File: src/rtl/hazard_pkg.sv
// Shared types and constants for the pipeline hazard controller.
//   state_t   : controller FSM states
//   ADDR_*    : next-PC source select encodings driven on AddrSel
//   LDCNT_W   : width of the load-use wait counter
package hazard_pkg;

    typedef enum logic [2:0] {
        IDLE      = 3'd0,
        LD_WAIT   = 3'd1,
        JUMP      = 3'd2,
        BR_EVAL   = 3'd3,
        BR_SQUASH = 3'd4
    } state_t;

    localparam logic [1:0] ADDR_PC4 = 2'b00;
    localparam logic [1:0] ADDR_JMP = 2'b01;
    localparam logic [1:0] ADDR_BR  = 2'b10;
    localparam logic [1:0] ADDR_REG = 2'b11;

    localparam int unsigned LDCNT_W = 3;

endpackage

File: src/rtl/sat_counter.sv
// Saturating up-counter.
//   Clk   : clock
//   Rst   : synchronous active-high clear
//   inc   : count this cycle
//   count : current value, sticks at all-ones
module sat_counter #(
    parameter int unsigned W = 32
) (
    input  logic         Clk,
    input  logic         Rst,
    input  logic         inc,
    output logic [W-1:0] count
);

    logic [W-1:0] r_count;

    always_ff @(posedge Clk) begin
        if (Rst) begin
            r_count <= '0;
        end else if (inc && (r_count != {W{1'b1}})) begin
            r_count <= r_count + W'(1);
        end
    end

    assign count = r_count;

endmodule

File: src/rtl/hazard_ctrl_unit.sv
// Pipeline hazard controller for the 5-stage MIPS core.
// Detects load-use and jr data hazards, sequences jump/branch squashing and
// drives the fetch-side enables and next-PC select (combinational, Mealy).
//   Clk, Rst                    : clock, synchronous active-high reset
//   Jump, Jr, Branch            : control-flow instruction in ID
//   BranchTaken                 : EX branch outcome, used in BR_EVAL
//   MemReadEX, PrevRt           : load in EX and its destination
//   MemStall                    : external memory freeze
//   CurrRs, CurrRt              : ID sources; UseShamt/UseImmed mask them
//   EX_/MEM_RegWrite, EX_/MEM_Rw: pending writebacks (jr operand check)
//   IF_write, PC_write, Bubble  : IF/ID enable, PC enable, ID/EX zeroing
//   AddrSel                     : next-PC source select
//   StallCount                  : saturating count of PC_write=0 cycles
module hazard_ctrl_unit
    import hazard_pkg::*;
#(
    parameter int unsigned REG_AW   = 5,
    parameter int unsigned LOAD_LAT = 1,
    parameter int unsigned R0_SAFE  = 1,
    parameter int unsigned CNT_W    = 32
) (
    input  logic              Clk,
    input  logic              Rst,
    input  logic              Jump,
    input  logic              Jr,
    input  logic              Branch,
    input  logic              BranchTaken,
    input  logic              MemReadEX,
    input  logic              MemStall,
    input  logic [REG_AW-1:0] CurrRs,
    input  logic [REG_AW-1:0] CurrRt,
    input  logic [REG_AW-1:0] PrevRt,
    input  logic              UseShamt,
    input  logic              UseImmed,
    input  logic              EX_RegWrite,
    input  logic              MEM_RegWrite,
    input  logic [REG_AW-1:0] EX_Rw,
    input  logic [REG_AW-1:0] MEM_Rw,
    output logic              IF_write,
    output logic              PC_write,
    output logic              Bubble,
    output logic [1:0]        AddrSel,
    output logic [CNT_W-1:0]  StallCount
);

    state_t             r_state;
    state_t             w_state_nxt;
    logic [LDCNT_W-1:0] r_ldcnt;
    logic [LDCNT_W-1:0] w_ldcnt_nxt;
    logic               w_prevrt_z;
    logic               w_currrs_z;
    logic               w_ld_haz;
    logic               w_jr_haz;

    // Register 0 is hardwired, so it can be excluded from hazard matching.
    assign w_prevrt_z = (R0_SAFE != 0) && (PrevRt == '0);
    assign w_currrs_z = (R0_SAFE != 0) && (CurrRs == '0);

    assign w_ld_haz = MemReadEX
                   && (((CurrRs == PrevRt) && !UseShamt) || ((CurrRt == PrevRt) && !UseImmed))
                   && !w_prevrt_z;

    // jr reads Rs in ID, so any in-flight write to Rs must land first.
    assign w_jr_haz = Jr
                   && ((EX_RegWrite && (EX_Rw == CurrRs)) || (MEM_RegWrite && (MEM_Rw == CurrRs)))
                   && !w_currrs_z;

    // State and load-wait counter.
    always_ff @(posedge Clk) begin
        if (Rst) begin
            r_state <= IDLE;
            r_ldcnt <= '0;
        end else begin
            r_state <= w_state_nxt;
            r_ldcnt <= w_ldcnt_nxt;
        end
    end

    // Next state and Mealy outputs; MemStall freezes everything first.
    always_comb begin
        IF_write    = 1'b1;
        PC_write    = 1'b1;
        Bubble      = 1'b0;
        AddrSel     = ADDR_PC4;
        w_state_nxt = r_state;
        w_ldcnt_nxt = r_ldcnt;

        if (MemStall) begin
            IF_write = 1'b0;
            PC_write = 1'b0;
        end else if (Rst) begin
            w_state_nxt = IDLE;
            w_ldcnt_nxt = '0;
        end else begin
            case (r_state)
                IDLE: begin
                    if (w_ld_haz || w_jr_haz) begin
                        IF_write = 1'b0;
                        PC_write = 1'b0;
                        Bubble   = 1'b1;
                        if (w_ld_haz && (LOAD_LAT > 1)) begin
                            w_state_nxt = LD_WAIT;
                            w_ldcnt_nxt = LDCNT_W'(LOAD_LAT - 1);
                        end
                    end else begin
                        if (Jr) begin
                            AddrSel = ADDR_REG;
                        end else if (Jump) begin
                            AddrSel = ADDR_JMP;
                        end
                        if (Branch) begin
                            w_state_nxt = BR_EVAL;
                        end else if (Jump) begin
                            w_state_nxt = JUMP;
                        end
                    end
                end
                LD_WAIT: begin
                    IF_write = 1'b0;
                    PC_write = 1'b0;
                    Bubble   = 1'b1;
                    if (r_ldcnt <= LDCNT_W'(1)) begin
                        w_state_nxt = IDLE;
                        w_ldcnt_nxt = '0;
                    end else begin
                        w_ldcnt_nxt = r_ldcnt - LDCNT_W'(1);
                    end
                end
                JUMP: begin
                    Bubble      = 1'b1;
                    w_state_nxt = IDLE;
                end
                BR_EVAL: begin
                    if (BranchTaken) begin
                        Bubble      = 1'b1;
                        AddrSel     = ADDR_BR;
                        w_state_nxt = BR_SQUASH;
                    end else begin
                        w_state_nxt = IDLE;
                    end
                end
                BR_SQUASH: begin
                    Bubble      = 1'b1;
                    w_state_nxt = IDLE;
                end
                default: begin
                    w_state_nxt = IDLE;
                    w_ldcnt_nxt = '0;
                end
            endcase
        end
    end

    // Counts every frozen-PC cycle, memory stalls included.
    sat_counter #(
        .W (CNT_W)
    ) u_stall_cnt (
        .Clk   (Clk),
        .Rst   (Rst),
        .inc   (!PC_write),
        .count (StallCount)
    );

endmodule

File: config.mk
export PLATFORM = sky130hd
export DESIGN_NAME = hazard_ctrl_unit
export DESIGN_NICKNAME = d
export VERILOG_FILES = /design/src/rtl/hazard_pkg.sv /design/src/rtl/sat_counter.sv /design/src/rtl/hazard_ctrl_unit.sv
export SDC_FILE = /design/constraint.sdc
export NUM_CORES = 1
export LEC_CHECK = 0
export ABC_AREA = 1
export ABC_CLOCK_PERIOD_IN_PS = 2050
export CAP_MARGIN = 25
export CORE_UTILIZATION = 45
export DETAILED_ROUTE_END_ITERATION = 12
export MAX_ROUTING_LAYER = met4
export PLACE_DENSITY = 0.75
export SYNTH_ARGS = -nofsm -noshare
export SYNTH_HDL_FRONTEND = slang
export SYNTH_SLANG_ARGS = --single-unit
File: constraint.sdc
create_clock -name Clk -period 2.05 [get_ports Clk]
set_clock_uncertainty 0.15 [all_clocks]
set_input_delay 0.41 -clock Clk [delete_from_list [all_inputs] [get_ports Clk]]
set_output_delay 0.41 -clock Clk [all_outputs]
set_load 0.01 [all_outputs]
* Word-level counts from Yosys, hierarchy flattened
Cells that the tools add are included.
** Storage, ports and cells
- Register bits after elaboration :: 38
- Bits in latches :: 0
- Memory bits (writable) :: 0
- ROM bits :: 0
- Bits of input ports :: 37
- Output and inout port bits :: 37
- Word-level logic and storage cells :: 68
- Memories :: 0
** Operators by class
- Add/sub/neg operators :: 2
- $mul :: 0
- Divide/modulo/power cells :: 0
- Magnitude comparators :: 1
- Equal/unequal tests :: 12
- Shifts and indexed selects :: 0
- Multiplexer cells :: 24
- Bitwise gates (word level) :: 2
- Reduce and logical (&&, ||, !) cells :: 24
** Operators with widths (number)
- adder 32 x 1 -> 32 bit (second input constant) :: 1
- != test 32 bit (second input constant) :: 1
- equality test 5 bit :: 4
- 2-to-1 mux 3 bit :: 6
- zero test 5 bit :: 2
- 2-to-1 mux 2 bit :: 5
- logical AND 1 bit :: 9
- one-hot mux 3 bit (3 select lines) :: 1
- 2-to-1 mux 1 bit :: 8
- equality test 3 x 2 -> 1 bit (second input constant) :: 2
- one-hot mux 3 bit (2 select lines) :: 1
- zero test 1 bit :: 5
- != test 2 bit (second input constant) :: 2
- one-hot mux 2 bit (2 select lines) :: 1
- AND reduction 4 bit :: 1
- OR reduction 4 bit :: 1
- equality test 3 x 1 -> 1 bit (second input constant) :: 1
- equality test 3 bit (second input constant) :: 1
- less-or-equal comparator 3 x 1 -> 1 bit (second input constant) :: 1
- zero test 3 bit :: 1
- logical OR 1 bit :: 3
- != test 3 bit (second input constant) :: 1
- one-hot mux 1 bit (3 select lines) :: 1
- OR reduction 3 bit :: 1
- other kinds (4) :: 5

* Depth between registers and ports, before layout
Gate-level depths: netlist of run 1.
- Depth after elaboration :: 12
- Mapped depth :: 14
- Depth with buffers taken out :: 14

* Hierarchy
A second synthesis of run 1 with hierarchy kept.
** Second synthesis, totals
- Cell total of the unflattened synthesis :: 502
- Area total of the unflattened synthesis :: 2930.3 sq um
** By module, submodules not included
- sat_counter :: times used 1, cells an instance 324, area an instance 2062.0 sq um, sequential area each 640.6 sq um
- hazard_ctrl_unit :: times used 1, cells an instance 178, area an instance 868.3 sq um, sequential area each 120.1 sq um

* Least setup slack after synthesis of run 1
Ideal clock, no wire load.
- Path type :: input to output
- Start :: in CurrRs[0]
- End :: out PC_write
- Data arrival time :: 1526 ps
- Required time :: 1490 ps
- Path slack :: -36 ps
- Stages on the path :: 11
- Path buffers :: 2
- Path through :: inv_1 -> nand4_1 -> o21ai_0 -> inv_1 -> nand2_1 -> nand3_2 -> nand2_1 -> nand2_4 -> buf_6 -> inv_1 -> buf_4
** On the way
- Cells in the longest elaborated chain, start to end :: 10
- Elaborated cells between the ends (all ways) :: 19
- Those cells by class :: eq/ne (3); mux (4); reduce/logical (12)
** Ends and longest elaborated chain
- start: declaration :: line hazard_ctrl_unit.sv:30 : input logic [REG_AW-1:0] CurrRs,
- equality test 5 bit, on equally long branches :: line hazard_ctrl_unit.sv:60, hazard_ctrl_unit.sv:65
- logical AND 1 bit, on equally long branches :: line hazard_ctrl_unit.sv:60, hazard_ctrl_unit.sv:65
- logical OR 1 bit, on equally long branches :: line hazard_ctrl_unit.sv:60, hazard_ctrl_unit.sv:65
- logical AND 1 bit, on equally long branches :: line hazard_ctrl_unit.sv:60, hazard_ctrl_unit.sv:65
- logical AND 1 bit, on equally long branches :: line hazard_ctrl_unit.sv:61, hazard_ctrl_unit.sv:66
- logical OR 1 bit * :: line hazard_ctrl_unit.sv:97 : if (w_ld_haz || w_jr_haz) begin
- 2-to-1 mux 1 bit *
- one-hot mux 1 bit (2 select lines) *
- 2-to-1 mux 1 bit * (2 in series)
- end: declaration :: line hazard_ctrl_unit.sv:40 : output logic PC_write,
Every way passes the cells marked *; elsewhere a longest branch is shown, timed or not.

* Final worst setup path of run 1
- Start :: in CurrRs[1]
- End :: out Bubble
** On the way
- Cells in the longest elaborated chain, start to end :: 10
- Elaborated cells between the ends (all ways) :: 19
- Those cells by class :: eq/ne (3); mux (4); reduce/logical (12)
** Ends and longest elaborated chain
- equality test 5 bit, on equally long branches :: line hazard_ctrl_unit.sv:60, hazard_ctrl_unit.sv:65
- logical AND 1 bit, on equally long branches :: line hazard_ctrl_unit.sv:60, hazard_ctrl_unit.sv:65
- logical OR 1 bit, on equally long branches :: line hazard_ctrl_unit.sv:60, hazard_ctrl_unit.sv:65
- logical AND 1 bit, on equally long branches :: line hazard_ctrl_unit.sv:60, hazard_ctrl_unit.sv:65
- logical AND 1 bit, on equally long branches :: line hazard_ctrl_unit.sv:61, hazard_ctrl_unit.sv:66
- logical OR 1 bit * :: line hazard_ctrl_unit.sv:97
- 2-to-1 mux 1 bit * :: line hazard_ctrl_unit.sv:97
- one-hot mux 1 bit (3 select lines) * :: line hazard_ctrl_unit.sv:95 : case (r_state)
- 2-to-1 mux 1 bit * :: line hazard_ctrl_unit.sv:91 : end else if (Rst) begin
- 2-to-1 mux 1 bit * :: line hazard_ctrl_unit.sv:88 : if (MemStall) begin
- end: declaration :: line hazard_ctrl_unit.sv:41 : output logic Bubble,
Marked as above.

==> results.tsv, run 1 <==
metric	value	unit
crit_start	CurrRs[1]	
cts_inserted_buffers	5	
synth_nets	498	
cts_buffer_depth	2	
p_total	1.82	mW
drive_above_1_share	0.275	
grt_pass1_wl	11.5	mm
drv_cap	0	
synth.most_common_cell	nand2_1	
r2r_slack	0.11	ns
grt_overflow_total	0	
fmax	0.494	GHz
place_area	3630	um^2
multi_input_area	1760	um^2
r2r_start	u_stall_cnt.count[27]	
min_path_type	reg2reg	
fin_util	0.662	
rsz0062_at_grt	yes	
dp.cells	614	
synth-seq-cells	38	
tightest_slew	0.423	ns
p_per_area	463	nW/um^2
drc	0	
cts_max_level	2	
hold_violations	0	
critPathArrivalTime	1.46	ns
cts_tree	yes	
syn_area	2750	um^2
synth_cells	458	
synth_common_cells	130 x nand2_1, 77 x nor2_1, 58 x inv_1	
period_needed	2.02	ns
endpoint	Bubble	
relSlewSlack	0.718	
end_kind	primary output	
drt_wl_total	6.91	mm
grt_use_total	0.228	
vias_per_cell	4.93	
clkTransAtPathRegs	0.07	ns
dp_hpwl	4.98	mm
antennaDiodeCount	0	
period_share	0.987	
yosysSeqAreaShare	0.277	
area_growth	42.7	%
hold_buffers	0	
ff_latch_area	773	um^2
yosysTopAreaCell	dfxtp_1	
finalNetCount	592	
synth_area_per_cell	6.00	um^2
ys_types	32	
slew_violations	0	
final_area	3920	um^2
r2r_end	u_stall_cnt.count[4]	
grt_pass1_vias	2817	
clkSinkCount	38	
setup_viol	0	
rows	28	
critPathMaxFanout	4	
place_congestion	0.857	
synth_top_area_frac	0.277	
ys.flop_type	dfxtp_1	
fin_hold_ws	0.350	ns
fillers	547	
crit_type	in2out	
core_area	5920	um^2
vias	3092	
first_iter_violations	118	
cts_root_buf	clkbuf_8	
status	finished clean	
ys_warn_count	0	
top_level_ports	74	
critical_path_required	1.49	ns
floorplan.die.height	80.1	um
antenna_found_initial	0	
portBuffers	73	
r2r_cells	9	
synth-edff-count	0	
start_kind	primary input	
ys_async_sr_fraction	0	
dr.pass1.iters	4	
fin_cells	627	
fp.dieArea	6420	um^2
ir_drop	0.000259	V
start_util	0.464	
final_antenna_net_count	0	
die_w	80.1	um
clk-insertion-delay-late	0.29	ns
synthTopCellsByArea	dfxtp_1 28%, nand2_1 18%, nor2_1 11%, nand3_1 8.0%, inv_1 7.9%	
routedWlPerCell	11.0	um
grt_max_degree	64	
cellLeakagePower	1.93	nW
[flip-flops by register name (all words and copies together), names as in the netlist]
name               flops
u_stall_cnt.count     32
r_ldcnt                3
r_state                3
[per-stage QoR]
step | setup WS [ns] | TNS (ns)
after detailed placement | -0.902 | -27.38
after global placement | -0.852 | -25.47
after global routing | -0.0921 | -0.245
after floorplan | 0.0117 | 0
final | 0.0276 | 0
after CTS | 0.00102 | 0
[routing by layer]
layer / share of wire / track usage / up-vias / wire length [um]
li1: - / - / 1631 / -
met4: 0.0065 / 0.0625 / 0 / 45
met1: 0.45 / 0.271 / 1364 / 3110
met3: 0.057 / 0.0432 / 7 / 395
met2: 0.49 / 0.393 / 90 / 3370
met5: 0 / - / - / 0
[worst min-delay path by stage]
stage / slack [ns] / depth (start not counted) / endpoint / startpoint
floorplan: 0.32 / 2 / r_state[0] / r_state[0]
global placement: 0.34 / 2 / r_ldcnt[1] / r_ldcnt[1]
detailed placement: 0.35 / 2 / r_ldcnt[2] / r_ldcnt[2]
CTS: 0.36 / 2 / r_ldcnt[1] / r_ldcnt[1]
global route: 0.38 / 2 / r_ldcnt[1] / r_ldcnt[1]
finish: 0.35 / 2 / r_ldcnt[1] / r_ldcnt[1]
[logic make-up (layout without fill, tap and decap cells)]
group | after synthesis | after routing | share of synthesized area
flops | 38 | 38 | 0.277
xor+xnor | 1 | 1 | 0.00319
fa+ha+maj | 3 | 3 | 0.0137
simple gates | 292 | 292 | 0.493
compound gates | 47 | 47 | 0.0888
buf+inv | 77 | 171 | 0.125
[layout by cell type, fill, tap and decap left out, drive strengths merged]
master / netlist / routed
a211oi: 3 / 3
a21oi: 36 / 36
a31oi: 1 / 1
buf: 10 / 53
bufinv: 0 / 1
clkbuf: 0 / 10
clkdlybuf4s50: 0 / 34
clkinv: 1 / 1
dfxtp: 38 / 38
dlygate4sd2: 0 / 6
ha: 3 / 3
inv: 66 / 66
nand2: 138 / 138
nand3: 48 / 48
nand3b: 1 / 1
nand4: 9 / 9
nor2: 86 / 86
nor3: 8 / 8
nor3b: 1 / 1
o21ai: 7 / 7
or2: 1 / 1
xor2: 1 / 1
[final cells by class]
cell class,instances,share of cell area
Clock inverter,1,0.00766
Clock buffer,6,0.0211
Inverter,67,0.0712
Sequential cell,38,0.197
Timing Repair Buffer,97,0.229
Tap cell,75,0.0239
Multi-Input combinational cell,343,0.450
[power breakdown]
group / leakage, nW / internal (mW) / switching, mW / total, mW
Combinational: 1.57 / 0.182 / 0.210 / 0.392
Clock: 0.0573 / 0.389 / 0.265 / 0.654
Sequential: 0.311 / 0.754 / 0.0149 / 0.769
Total: 1.93 / 1.33 / 0.490 / 1.82
[critical path: stages]
cell and delay (ns):
buf_8 0.11, inv_6 0.06, nand2_1 0.05, nand2_1 0.07, nor2_1 0.04, nand3_1 0.06
nand2_1 0.07, nand2_2 0.09, nand2_2 0.07, nand2_2 0.07, inv_2 0.04, a211oi_2 0.13
nor2_1 0.05, buf_2 0.14
[timing repair]
action | in CTS | in global routing
buffers inserted | 0 | 6
endpoints found under the setup margin | 37 | 37
pin swaps | 40 | 28
gates resized for setup | 152 | 88
Power figures use the tool's default switching activity.
==> run 2: changes to the inputs <==
Settings changed: REMOVE_ABC_BUFFERS set to 1.
==> run 2 against run 1 <==
Total power down 5.5%. Maximum frequency about the same. First-iteration DRC count up 11%. Final area down 1.0%. Cell count up 0.32%. Combinational power up 4%. Setup slack better by 0.0020 ns. Clock power down 17%. Critical endpoint unchanged. Largest power group unchanged. Highest routed layer unchanged.
==> results.tsv, run 2 (synthesized netlist as in run 1, its figures left out) <==
metric	value	unit	change
status	finished clean		
r2r_end	u_stall_cnt.count[21]		
largest_reg_flops	32		unchanged
cellLeakagePower	1.92	nW	-0.77%
drt_wl_total	6.63	mm	-4.0%
period_needed	2.02	ns	-0.00195 ns
rsz0062_at_grt	yes		
min_path_cells	2		unchanged
p_per_area	442	nW/um^2	-4.5%
min_from	r_ldcnt[1]		
top_level_ports	74		unchanged
grt_pass1_wl	11.2	mm	-2.9%
antennaDiodeCount	0		unchanged
vias	3075		-0.55%
slew_violations	0		unchanged
fp.dieArea	6420	um^2	unchanged
area_growth	41.2	%	
r2r_slack	0.17	ns	+0.06 ns
final_antenna_net_count	0		unchanged
rows	28		unchanged
p_total	1.72	mW	-5.5%
drc	0		unchanged
p_clk_frac	0.318		-0.042
vias_per_cell	4.89		-0.87%
fin_util	0.655		-0.00676
die_w	80.1	um	unchanged
sw_frac_of_total	0.292		+0.0219
clk-insertion-delay-late	0.29	ns	about the same
cts_inserted_buffers	5		unchanged
drv_cap	0		unchanged
tightest_slew	0.310	ns	-0.112 ns
finalNetCount	593		+0.17%
cts_tree	yes		
routedWlPerCell	10.5	um	-4.3%
cts_buffer_depth	2		unchanged
start_kind	primary input		
critPathArrivalTime	1.46	ns	about the same
totalNegativeSetupSlack	0	ns	unchanged
hold_violations	0		unchanged
p_comb_frac	0.237		+0.021
dp_hpwl	5.05	mm	+1.5%
final_common_cell	nand2_1		
cts_max_level	2		unchanged
critPathMaxFanout	4		unchanged
hold_buffers	0		unchanged
layout_common_cells	115 x nand2_1, 74 x nor2_1, 44 x inv_1		
portBuffers	73		unchanged
start_util	0.464		unchanged
p_int	1.22	mW	-8.3%
clkTransAtPathRegs	0.08	ns	about the same
cts_root_buf	clkbuf_8		
clkSinkCount	38		unchanged
dp.cells	618		+0.65%
place_congestion	0.867		+1.1%
drive_above_1_share	0.253		-0.0227
setup_viol	0		unchanged
crit_type	in2out		
hold_end	r_ldcnt[1]		
antenna_found_initial	0		unchanged
relSlewSlack	0.793		+0.0749
period_share	0.986		about the same
fmax	0.495	GHz	about the same
p_sw	500	uW	+2.2%
critical_path_required	1.49	ns	about the same
min_path_type	reg2reg		
timing.final.ws_setup	0.0295	ns	+0.00195 ns
dr.pass1.iters	5		+1
pre_cts_ws	-0.858	ns	+0.0436 ns
first_iter_violations	131		+11%
r2r_start	u_stall_cnt.count[1]		
grt_overflow_total	0		unchanged
ir_drop	0.000255	V	-1.6%
p_seq_frac	0.446		+0.023
floorplan.die.height	80.1	um	unchanged
core_area	5920	um^2	unchanged
grt_use_total	0.221		-0.00733
grt_pass1_vias	2730		-3.1%
grt_max_degree	46		-28%
r2r_cells	12		+3
fin_cells	629		+0.32%
end_kind	primary output		
[run 2: what timing repair did]
| item | CTS | global route |
|---|---|---|
| endpoints found under the setup margin | 37 | 30 |
| buffers inserted | 1 | 2 |
| resized for setup | 165 | 53 |
| pin swaps | 46 | 31 |
[run 2: layout make-up]
cell class / count / area, um^2
multi-input cells: 343 / 1760
clock inverters: 2 / 12.5
flip-flops and latches: 38 / 764
fillers: 528 / 2040
clock buffers: 6 / 82.6
repair buffers: 98 / 877
inverters: 67 / 289
well taps: 75 / 93.8
[run 2: metrics by stage]
step / instance area [um^2] / hold slack (ns)
2_1_floorplan: 2660 / 0.315
3_3_place_gp: 3660 / 0.339
3_5_place_dp: 3660 / 0.352
4_1_cts: 3700 / 0.364
5_1_grt: 3880 / 0.397
6_report: 3880 / 0.359
[run 2: metal layers]
metal,GRT usage,part of all wire,up-vias
met3,0.0386,0.042,9
met4,0.0607,0.012,0
met5,-,0,-
met1,0.273,0.48,1359
li1,-,-,1632
met2,0.369,0.47,75
[run 2: how the worst max path moves through the flow]
| stage | start | endpoint | slack (ns) | cells past startpoint |
|---|---|---|---|---|
| after floorplan | CurrRs[0] | IF_write | -0.08 | 10 |
| after global placement | CurrRs[1] | Bubble | -0.84 | 14 |
| after detailed placement | CurrRs[1] | Bubble | -0.86 | 14 |
| after CTS | CurrRs[0] | Bubble | -0.03 | 14 |
| after global routing | PrevRt[1] | AddrSel[1] | -0.07 | 13 |
| final | CurrRs[1] | Bubble | 0.03 | 14 |
[run 2: worst max-delay path, stage by stage]
cell	delay, ns
buf_8	0.11
inv_8	0.05
nand2_2	0.04
nand2_1	0.05
nor2_1	0.04
nand3_1	0.07
nand2_1	0.07
nand2_2	0.10
nand2_2	0.08
nand2_2	0.07
inv_2	0.03
a211oi_2	0.14
nor2_1	0.06
buf_2	0.13
[run 2: power groups by stage]
stage | clock network (mW) | registers, mW | logic [mW]
2_1_floorplan | 0 | 0.784 | 0.178
3_3_place_gp | 0 | 0.779 | 0.364
3_5_place_dp | 0 | 0.780 | 0.372
4_1_cts | 0.560 | 0.763 | 0.366
5_1_grt | 0.594 | 0.767 | 0.453
6_report | 0.545 | 0.765 | 0.406
